==> src/rtl/trng_wb_ctrl.sv <==
// trng_wb_ctrl: Wishbone TRNG controller.
// Ring-oscillator bits are synchronized, XOR-combined into one bit per cycle,
// packed MSB-first into words and buffered in a small FIFO. A repetition-count
// health test stops sampling on a stuck source. Thermometer trims feed the
// oscillator macros.
module trng_wb_ctrl #(
  parameter int unsigned NUM_RO     = 2,
  parameter int unsigned TRIM_BITS  = 26,
  parameter int unsigned WORD_W     = 32,
  parameter int unsigned FIFO_DEPTH = 4,
  parameter int unsigned REP_LIMIT  = 16
) (
  input  logic                 wb_clk_i,
  input  logic                 rst_i,
  input  logic                 wb_cyc_i,
  input  logic                 wb_stb_i,
  input  logic                 wb_we_i,
  input  logic [8:0]           wb_adr_i,
  input  logic [31:0]          wb_dat_i,
  output logic [31:0]          wb_dat_o,
  output logic                 wb_ack_o,
  input  logic [NUM_RO-1:0]    ro_bits_i,
  output logic [TRIM_BITS-1:0] trim_fast_o,
  output logic [TRIM_BITS-1:0] trim_slow_o,
  output logic                 trng_valid_o,
  output logic                 health_fail_o
);

  localparam int unsigned AW = (FIFO_DEPTH > 1) ? $clog2(FIFO_DEPTH) : 1;
  localparam int unsigned BW = $clog2(WORD_W);

  logic [NUM_RO-1:0] r_sync1, r_sync2;
  logic              r_enable;
  logic [4:0]        r_fast_code, r_slow_code;
  logic [WORD_W-2:0] r_acc;
  logic [BW-1:0]     r_bitcnt;
  logic [7:0]        r_rep;
  logic              r_last;
  logic              r_fail;
  logic [7:0]        r_ovf;
  logic [WORD_W-1:0] r_mem [FIFO_DEPTH];
  logic [AW-1:0]     r_rd_ptr, r_wr_ptr;
  logic [AW:0]       r_count;

  logic              w_req, w_rd, w_ctrl_wr, w_flush_cmd, w_clr;
  logic              w_c, w_sample, w_trip, w_flush, w_pop, w_push;
  logic              w_full, w_push_ok, w_drop;
  logic [7:0]        w_rep_next;
  logic [WORD_W-1:0] w_word;
  logic [4:0]        w_count5;
  logic [31:0]       w_rd_data;
  logic              w_unused;

  function automatic logic [TRIM_BITS-1:0] therm(input logic [4:0] code);
    logic [TRIM_BITS-1:0] t;
    t = '0;
    for (int unsigned i = 0; i < TRIM_BITS; i++) t[i] = (i < 32'(code));
    return t;
  endfunction

  assign w_req       = wb_cyc_i & wb_stb_i & ~wb_ack_o;
  assign w_rd        = w_req & ~wb_we_i;
  assign w_ctrl_wr   = w_req & wb_we_i & (wb_adr_i[3:2] == 2'd0);
  assign w_flush_cmd = w_ctrl_wr & wb_dat_i[1];
  assign w_clr       = w_ctrl_wr & wb_dat_i[2];

  assign w_c        = ^r_sync2;
  assign w_sample   = r_enable & ~r_fail;
  assign w_rep_next = ((r_rep == 8'd0) || (w_c != r_last)) ? 8'd1 : r_rep + 8'd1;
  assign w_trip     = w_sample && (w_rep_next == 8'(REP_LIMIT));
  assign w_flush    = w_flush_cmd | w_trip;
  assign w_word     = {r_acc, w_c};

  assign w_full    = (r_count == (AW+1)'(FIFO_DEPTH));
  assign w_pop     = w_rd && (wb_adr_i[3:2] == 2'd2) && (r_count != '0);
  assign w_push    = w_sample && (r_bitcnt == BW'(WORD_W-1)) && !w_flush;
  assign w_push_ok = w_push && (!w_full || w_pop);
  assign w_drop    = w_push && w_full && !w_pop;
  assign w_count5  = 5'(r_count);

  assign trng_valid_o  = (r_count != '0);
  assign health_fail_o = r_fail;

  assign w_unused = ^{wb_adr_i[8:4], wb_adr_i[1:0], wb_dat_i[31:17],
                      wb_dat_i[11:9], wb_dat_i[3]};

  // Register read multiplexer
  always_comb begin
    w_rd_data = '0;
    case (wb_adr_i[3:2])
      2'd0: w_rd_data = {15'b0, r_slow_code, 3'b0, r_fast_code, 3'b0, r_enable};
      2'd1: w_rd_data = {16'b0, r_ovf, w_count5[3:0], 1'b0, r_fail, w_full, trng_valid_o};
      2'd2: w_rd_data = (r_count != '0) ? 32'(r_mem[r_rd_ptr]) : '0;
      default: w_rd_data = 32'h54524E47;
    endcase
  end

  // FIFO storage; contents need no reset since the pointers define validity
  always_ff @(posedge wb_clk_i) begin
    if (w_push_ok) r_mem[r_wr_ptr] <= w_word;
  end

  // Bus handshake, control registers, sampling, health test and FIFO pointers
  always_ff @(posedge wb_clk_i) begin
    if (rst_i) begin
      wb_ack_o    <= 1'b0;
      wb_dat_o    <= '0;
      r_sync1     <= '0;
      r_sync2     <= '0;
      r_enable    <= 1'b0;
      r_fast_code <= '0;
      r_slow_code <= 5'(TRIM_BITS);
      trim_fast_o <= '0;
      trim_slow_o <= '1;
      r_acc       <= '0;
      r_bitcnt    <= '0;
      r_rep       <= '0;
      r_last      <= 1'b0;
      r_fail      <= 1'b0;
      r_ovf       <= '0;
      r_rd_ptr    <= '0;
      r_wr_ptr    <= '0;
      r_count     <= '0;
    end else begin
      wb_ack_o <= w_req;
      wb_dat_o <= w_rd ? w_rd_data : '0;
      r_sync1  <= ro_bits_i;
      r_sync2  <= r_sync1;

      if (w_ctrl_wr) begin
        r_enable    <= wb_dat_i[0];
        r_fast_code <= wb_dat_i[8:4];
        r_slow_code <= wb_dat_i[16:12];
        trim_fast_o <= therm(wb_dat_i[8:4]);
        trim_slow_o <= therm(wb_dat_i[16:12]);
      end

      if (w_sample) begin
        r_acc    <= w_word[WORD_W-2:0];
        r_bitcnt <= (r_bitcnt == BW'(WORD_W-1)) ? '0 : r_bitcnt + 1'b1;
        r_rep    <= w_rep_next;
        r_last   <= w_c;
      end

      // A trip on the same edge as clr_fail keeps the failure latched
      if (w_trip) r_fail <= 1'b1;
      else if (w_clr) begin
        r_fail <= 1'b0;
        r_rep  <= '0;
      end

      if (w_flush) begin
        r_acc    <= '0;
        r_bitcnt <= '0;
        r_ovf    <= '0;
        r_rd_ptr <= '0;
        r_wr_ptr <= '0;
        r_count  <= '0;
      end else begin
        if (w_push_ok) r_wr_ptr <= r_wr_ptr + 1'b1;
        if (w_pop)     r_rd_ptr <= r_rd_ptr + 1'b1;
        case ({w_push_ok, w_pop})
          2'b10:   r_count <= r_count + 1'b1;
          2'b01:   r_count <= r_count - 1'b1;
          default: r_count <= r_count;
        endcase
        if (w_drop && (r_ovf != 8'hFF)) r_ovf <= r_ovf + 8'd1;
      end
    end
  end

endmodule

==> config.mk <==
export PLATFORM = sky130hd
export DESIGN_NAME = trng_wb_ctrl
export DESIGN_NICKNAME = d
export VERILOG_FILES = /design/src/rtl/trng_wb_ctrl.sv
export SDC_FILE = /design/constraint.sdc
export NUM_CORES = 1
export LEC_CHECK = 0
export BUFFER_PORTS_ARGS = -buffer_cell sky130_fd_sc_hd__buf_2
export CORE_MARGIN = 5
export CORE_UTILIZATION = 60
export DETAILED_ROUTE_END_ITERATION = 8
export GPL_TIMING_DRIVEN = 0
export PLACE_DENSITY = 0.82
export SLEW_MARGIN = 20
export SYNTH_ARGS = -nofsm -noshare
export SYNTH_HDL_FRONTEND = slang
export SYNTH_SLANG_ARGS = --single-unit
==> constraint.sdc <==
create_clock -name wb_clk_i -period 6.62 [get_ports wb_clk_i]
set_input_delay 0.993 -clock wb_clk_i [delete_from_list [all_inputs] [get_ports wb_clk_i]]
set_output_delay 0.993 -clock wb_clk_i [all_outputs]
set_load 0.02 [all_outputs]
---- Word level (Yosys, flattened, before mapping) ----
Memory sizes are Yosys's and may differ from the RTL's. A register that Yosys moved wholly into a read port is not among the register bits.
Index checks and enable logic that the tools add are counted.
storage, ports and cells
  memory bits (writable) .................. 128
  bits of input ports ..................... 48
  memories kept ........................... 1
  flip-flop bits (word level) ............. 161
  output and inout bits ................... 87
  word-level logic and storage cells ...... 136
cells by class
  reduce and logical (&&, ||, !) cells .... 22
  order comparisons ....................... 52
  eq/ne operators ......................... 9
  add/sub/neg operators ................... 7
  muxes and demuxes ....................... 14
  bitwise logic cells ..................... 13
memories
  name   depth  bits a word  rd ports  clocked after Yosys merged registers in  write ports  RTL line  RTL
  r_mem  4      32           1         1                                        1            41        logic [WORD_W-1:0] r_mem [FIFO_DEPTH];
operators by type and width
  operator                                                             count
  5-bit < comparator, first input constant                             20
  32-bit case mux with 3 select lines                                  1
  4-bit by 5-bit < comparator with 1-bit output, first input constant  16
  3-bit by 5-bit < comparator with 1-bit output, first input constant  8
  32-bit 2-to-1 mux                                                    1
  8-bit 2-to-1 mux                                                     4
  1-bit by 5-bit < comparator with 1-bit output, first input constant  4
  2-bit by 5-bit < comparator with 1-bit output, first input constant  4
  8-bit by 1-bit adder with 8-bit output, second input constant        2
  1-bit logical AND                                                    9
  1-bit bitwise AND                                                    8
  8-bit by 5-bit == test with 1-bit output, second input constant      1
  8-bit zero test                                                      1
  8-bit inequality test, second input constant                         1
  3-bit case mux with 2 select lines                                   1
  5-bit by 1-bit adder with 5-bit output, second input constant        1
  5-bit == test, second input constant                                 1
  5-bit 2-to-1 mux                                                     1
  2-bit by 1-bit adder with 2-bit output, second input constant        2
  2-bit by 1-bit == test with 1-bit output, second input constant      2
  2-bit == test, second input constant                                 2
  1-bit 2-to-1 mux                                                     4
  2-bit 2-to-1 mux                                                     2
  1-bit inverter                                                       4
  12 further kinds                                                     17

---- Logic depth before layout (Yosys ltp) ----
  depth after elaboration ................. 12
  gate-level depth with buffers ........... 12
  depth with buffers taken out ............ 11

---- Least setup slack after synthesis ----
Ideal clock, no wire load.
  path kind ............................... input -> register
  from .................................... in wb_stb_i
  to ...................................... reg r_count[2]
  path buffers ............................ 1
  setup time .............................. 0.072 ns
  stages .................................. 10
  data required time ...................... 6.548 ns
  arrival time ............................ 3.053 ns
  slack ................................... 3.495 ns
  cells stage by stage .................... nand3b_1 nor4b_1 a21oi_1 o21ai_0 clkbuf_1 nand2_1 fa_1 and3_1 mux2i_1 mux2i_1
on the way
  word-level cells in the longest chain between the ends .. 11
  elaborated cells on any way between the ends .. 18
  classes of those cells .................. 2 x eq/ne; 1 x mux; 7 x bitwise; 8 x reduce/logical
ends and longest elaborated chain
  what                                                                              RTL line  RTL
  from (decl)                                                                       16        input logic wb_stb_i,
  1-bit bitwise AND (*) (2 in a row)                                                61        assign w_req = wb_cyc_i & wb_stb_i & ~wb_ack_o;
  1-bit bitwise AND (2 in a row)                                                    63        assign w_ctrl_wr = w_req & wb_we_i & (wb_adr_i[3:2] == 2'd0);
  1-bit bitwise AND                                                                 64        assign w_flush_cmd = w_ctrl_wr & wb_dat_i[1];
  1-bit OR                                                                          71        assign w_flush = w_flush_cmd | w_trip;
  1-bit zero test                                                                   76        assign w_push = w_sample && (r_bitcnt == BW'(WORD_W-1)) && !w_flush;
  1-bit logical AND                                                                 76
  1-bit logical AND                                                                 77        assign w_push_ok = w_push && (!w_full || w_pop);
  2-bit by 1-bit == test with 1-bit output / 2-bit == test (equally long branches)  162       case ({w_push_ok, w_pop})
  3-bit case mux with 2 select lines / 2-bit nonzero test (equally long branches)   --
  to (signal assigned)                                                              163       2'b10: r_count <= r_count + 1'b1;
  to (signal assigned)                                                              164       2'b01: r_count <= r_count - 1'b1;
  to (signal assigned)                                                              165       default: r_count <= r_count;
  to (decl)                                                                         43        logic [AW:0] r_count;
Mark *: on every way between the ends. The rest lies on a longest branch, timed or not.
A chain may end at the register's enable or synchronous reset.

---- Worst setup path in the final report ----
  from .................................... reg r_rep[3]
  to ...................................... reg r_count[2]
on the way
  word-level cells in the longest chain between the ends .. 11
  elaborated cells on any way between the ends .. 15
  classes of those cells .................. 1 x add/sub; 3 x eq/ne; 2 x mux; 1 x bitwise; 8 x reduce/logical
ends and longest elaborated chain
  what                                                                              RTL line  RTL
  from (decl)                                                                       37        logic [7:0] r_rep;
  from (signal assigned)                                                            141       r_rep <= w_rep_next;
  branches (longest 2 deep; another with 8-bit by 1-bit adder with 8-bit output)    --
  8-bit 2-to-1 mux (*)                                                              69        assign w_rep_next = ((r_rep == 8'd0) || (w_c != r_last)) ? 8'd1 : r_rep + 8'd1;
  8-bit by 5-bit == test with 1-bit output (*)                                      70        assign w_trip = w_sample && (w_rep_next == 8'(REP_LIMIT));
  1-bit logical AND (*)                                                             70
  1-bit OR (*)                                                                      71
  1-bit zero test                                                                   76
  1-bit logical AND                                                                 76
  1-bit logical AND                                                                 77
  2-bit by 1-bit == test with 1-bit output / 2-bit == test (equally long branches)  162
  3-bit case mux with 2 select lines / 2-bit nonzero test (equally long branches)   --
Mark *: on every way between the ends.

==> out/summary.txt <==
Outcome = finished clean
CP max FO = 10
Flop-to-flop setup slack = 3190 ps
Placed insts = 1298
Vias/cell = 5.96
Grt total ovfl = 0
Setup CP Type = reg -> reg
Largest family of logic cells by synthesized area = simple AND/OR/NAND/NOR gates
Cells after synthesis = 955
Setup-failing EPs final = 0
VDD IR max = 0.000245 V
Clk buf depth = 3
Ant diodes = 0
# hold bufs at CTS = 0
Post-cts gate resize count = 0
Synth Area in Compound Gates = 10.6%
CTS tree = built
DRT Pass-1 Iters = 5
Psw = 719 uW
Netlist cell types = 58
Hold Crit Class = reg -> reg
Synth top area share = 34.3%
Placed inst area = 12100 um^2
Clk sinks = 289
Synth Flop Type = dfxtp_1
Routed Antenna Nets = 0
RSZ-0062 raised after global routing = false
Wire length on met1 = 10.4 mm
GPL Wtd Cong = 0.871
Pwr Total = 3480 uW
Final period util = 51.9%
NumNets Final = 1151
Sw frac = 20.7%
Cell Pwr Density = 268 nW/um^2
Adder-cell area share of the yosys netlist = 1.18%
Die area = 21500 um^2
H-Tree Depth = 1
Via count = 8025
Port-buffer cells = 105
Worst slew margin = 41.8%
Starting DRT DRC Count = 743
Core Util, Final = 70.1%
Area growth syn-to-layout = 15.9%
Post-CTS Setup Inserts = 0
Sequential power share = 53.4%
Met2 wire len = 12.1 mm
Reg area = 7070 um^2
Worst Tran Pin Value = 873 ps
Top Layer Used = met4
Critical-path top delay cell = a2111o_1
Share of layout cells above drive strength 1 = 18.2%
Synth area leaders = edfxtp_1, dfxtp_1, mux4_2, a21oi_1, nand2_1
# DRC = 0
Max-cap viol count = 0
Clk Latency, worst-skew pair = 540 ps
Total GRT Usage = 23.4%
Final Hold Fails = 0
Cell area after layout = 13000 um^2
I/O Pins = 135
Syn avg cell area = 11.7 um^2
Std cell rows = 50
Largest net degree at the start of global routing = 26
Data required, critical path = 7090 ps
First-pass GRT wire length = 40.8 mm
Highest clock rate = 291 MHz
Leakage power = 0.00480 uW
Sequential-to-total area share from yosys stat = 63.1%
CP Launch Type = register
CTS buffer count = 27
Largest stage delay on the critical path = 510 ps
Footprint of the multi-input gates = 3800 um^2
Clock Skews = 11.2 ps
Clock share of power = 43.6%
Syn Nets = 1013
Initial Util = 60.5%
Worst Path Arrival = 3900 ps
Final slew viol count = 0
Post-synth ARST share = 0%
Die W = 147 um
#FFs+latches synth = 289
Core footprint = 18500 um^2
Xor/xnor share of the synthesized area = 0.760%
Die Ht = 147 um
Final non-filler cell total = 1347
DR WL/cell = 18.7 um
DP Wirelength = 16.9 mm
Reg2Reg Depth = 11
Number of global-route vias before repair = 7725
Final TNS setup = 0 ps
Synth warn = 0
Final wirelength = 25.2 mm
Simple-gate portion of the synthesized area = 13.5%
# fillers = 1257
Cell Area, Synth = 11200 um^2
CP endpoint kind = register
Power share of the combinational group = 2.9%
Wire length on met3 = 2.13 mm
Initial antenna violation count = 0
Leading cell types by count after synthesis = dfxtp_1, edfxtp_1, nand2_1, a21oi_1, nor2_1
Crit path time final = 3430 ps
CP Cell Sequence = clkbuf_1 > and4_1 > nand4_1 > a2111o_1 > o21ai_0 > clkbuf_1 > nand2_1 > fa_1 > and3_1 > mux2i_1 > mux2i_1
Clock-pin slew on the worst setup and hold paths = 60 ps
Internal = 2760 uW
Mux contribution to synthesized area = 7.79%
Largest area contributor in the netlist = edfxtp_1
Count leader, synth = dfxtp_1
Root Driver = clkbuf_16
Hold path depth = 1
Number of synthesized flops with an enable pin = 128
## stage by stage
stage	setup slack (ps)	hold WS, ps
after global routing	2820	463
after CTS	3250	450
after global placement	2470	429
after floorplan	3500	414
final	3190	444
after detailed placement	2910	436
## per-layer routing
| metal | GRT usage, % | vias to the layer above |
|---|---|---|
| li1 | - | 3745 |
| met2 | 38.2 | 356 |
| met1 | 32.9 | 3872 |
| met4 | 6.82 | 0 |
| met3 | 3.57 | 52 |
| met5 | 0 | - |
## state kept, by name (all words and copies together) (netlist names), 3 cells and up, named ones only
| signal | count |
|---|---|
| r_acc | 31 |
| r_bitcnt | 5 |
| r_count | 3 |
| r_fast_code | 4 |
| r_mem | 128 |
| r_ovf | 8 |
| r_rep | 8 |
| r_slow_code | 4 |
| trim_fast_o | 26 |
| trim_slow_o | 26 |
| wb_dat_o | 32 |
## layout make-up
| class | instances | share of cell area [%] |
|---|---|---|
| Buffer | 73 | 2.37 |
| Clock buffer | 36 | 5.77 |
| Clock inverter | 13 | 0.973 |
| Inverter | 9 | 0.260 |
| Multi-Input combinational cell | 584 | 29.3 |
| Sequential cell | 289 | 54.4 |
| Tap cell | 234 | 2.25 |
| Timing Repair Buffer | 109 | 4.66 |
## logic make-up (layout without fill, tap and decap cells)
kind of cell	Yosys count	count (layout)
compound gates	191	191
flops	289	289
xor+xnor	8	8
simple gates	328	328
buf+inv	82	240
fa+ha+maj	10	10
mux	47	47
## path summary, 6_finish.rpt
path / startpoint / end
max: r_rep[3]$_SDFF_PP0_ / r_count[2]$_SDFFE_PP0P_
min: r_sync1[0]$_SDFF_PP0_ / r_sync2[0]$_SDFF_PP0_
max reg2reg: r_rep[3]$_SDFF_PP0_ / r_count[2]$_SDFFE_PP0P_
min reg2reg: r_sync1[0]$_SDFF_PP0_ / r_sync2[0]$_SDFF_PP0_
## power groups by stage
stage          sequential (uW)  clock (uW)  combinational, uW
2_1_floorplan             1910           0               57.1
3_3_place_gp              1900           0               97.8
3_5_place_dp              1900           0               99.4
4_1_cts                   1860        1530                101
5_1_grt                   1860        1610                111
6_report                  1860        1520                102
## critical path: cells and delay by family (launching register included)
kind                     cells  cell delay, ps
flip-flops                   1             310
adder cells (fa/ha/maj)      1             410
AND/OR/NAND/NOR              4             830
buffers and inverters        2             630
multiplexers                 2             340
AO/OA/AOI/OAI                2             840
## cells in the final DEF, fill, tap and decap left out, drive strengths merged, types with 3 or more instances in the layout
master,instances
and3,4
dfxtp,161
o21ai,25
a311oi,5
nand3b,6
or3,5
a22oi,7
mux2i,14
clkbuf,96
nand3,12
nor3,32
a211oi,9
o31ai,3
a21o,6
edfxtp,128
nor2,87
a211o,17
xor2,3
ha,9
nand4,3
or4,5
xnor2,4
a21oi,90
nor2b,18
buf,122
o211ai,6
a31oi,8
nor4,7
nand2b,14
clkinv,10
nand2,120
mux4,32
and2,8
inv,10
(Power assumes the default switching activity.)
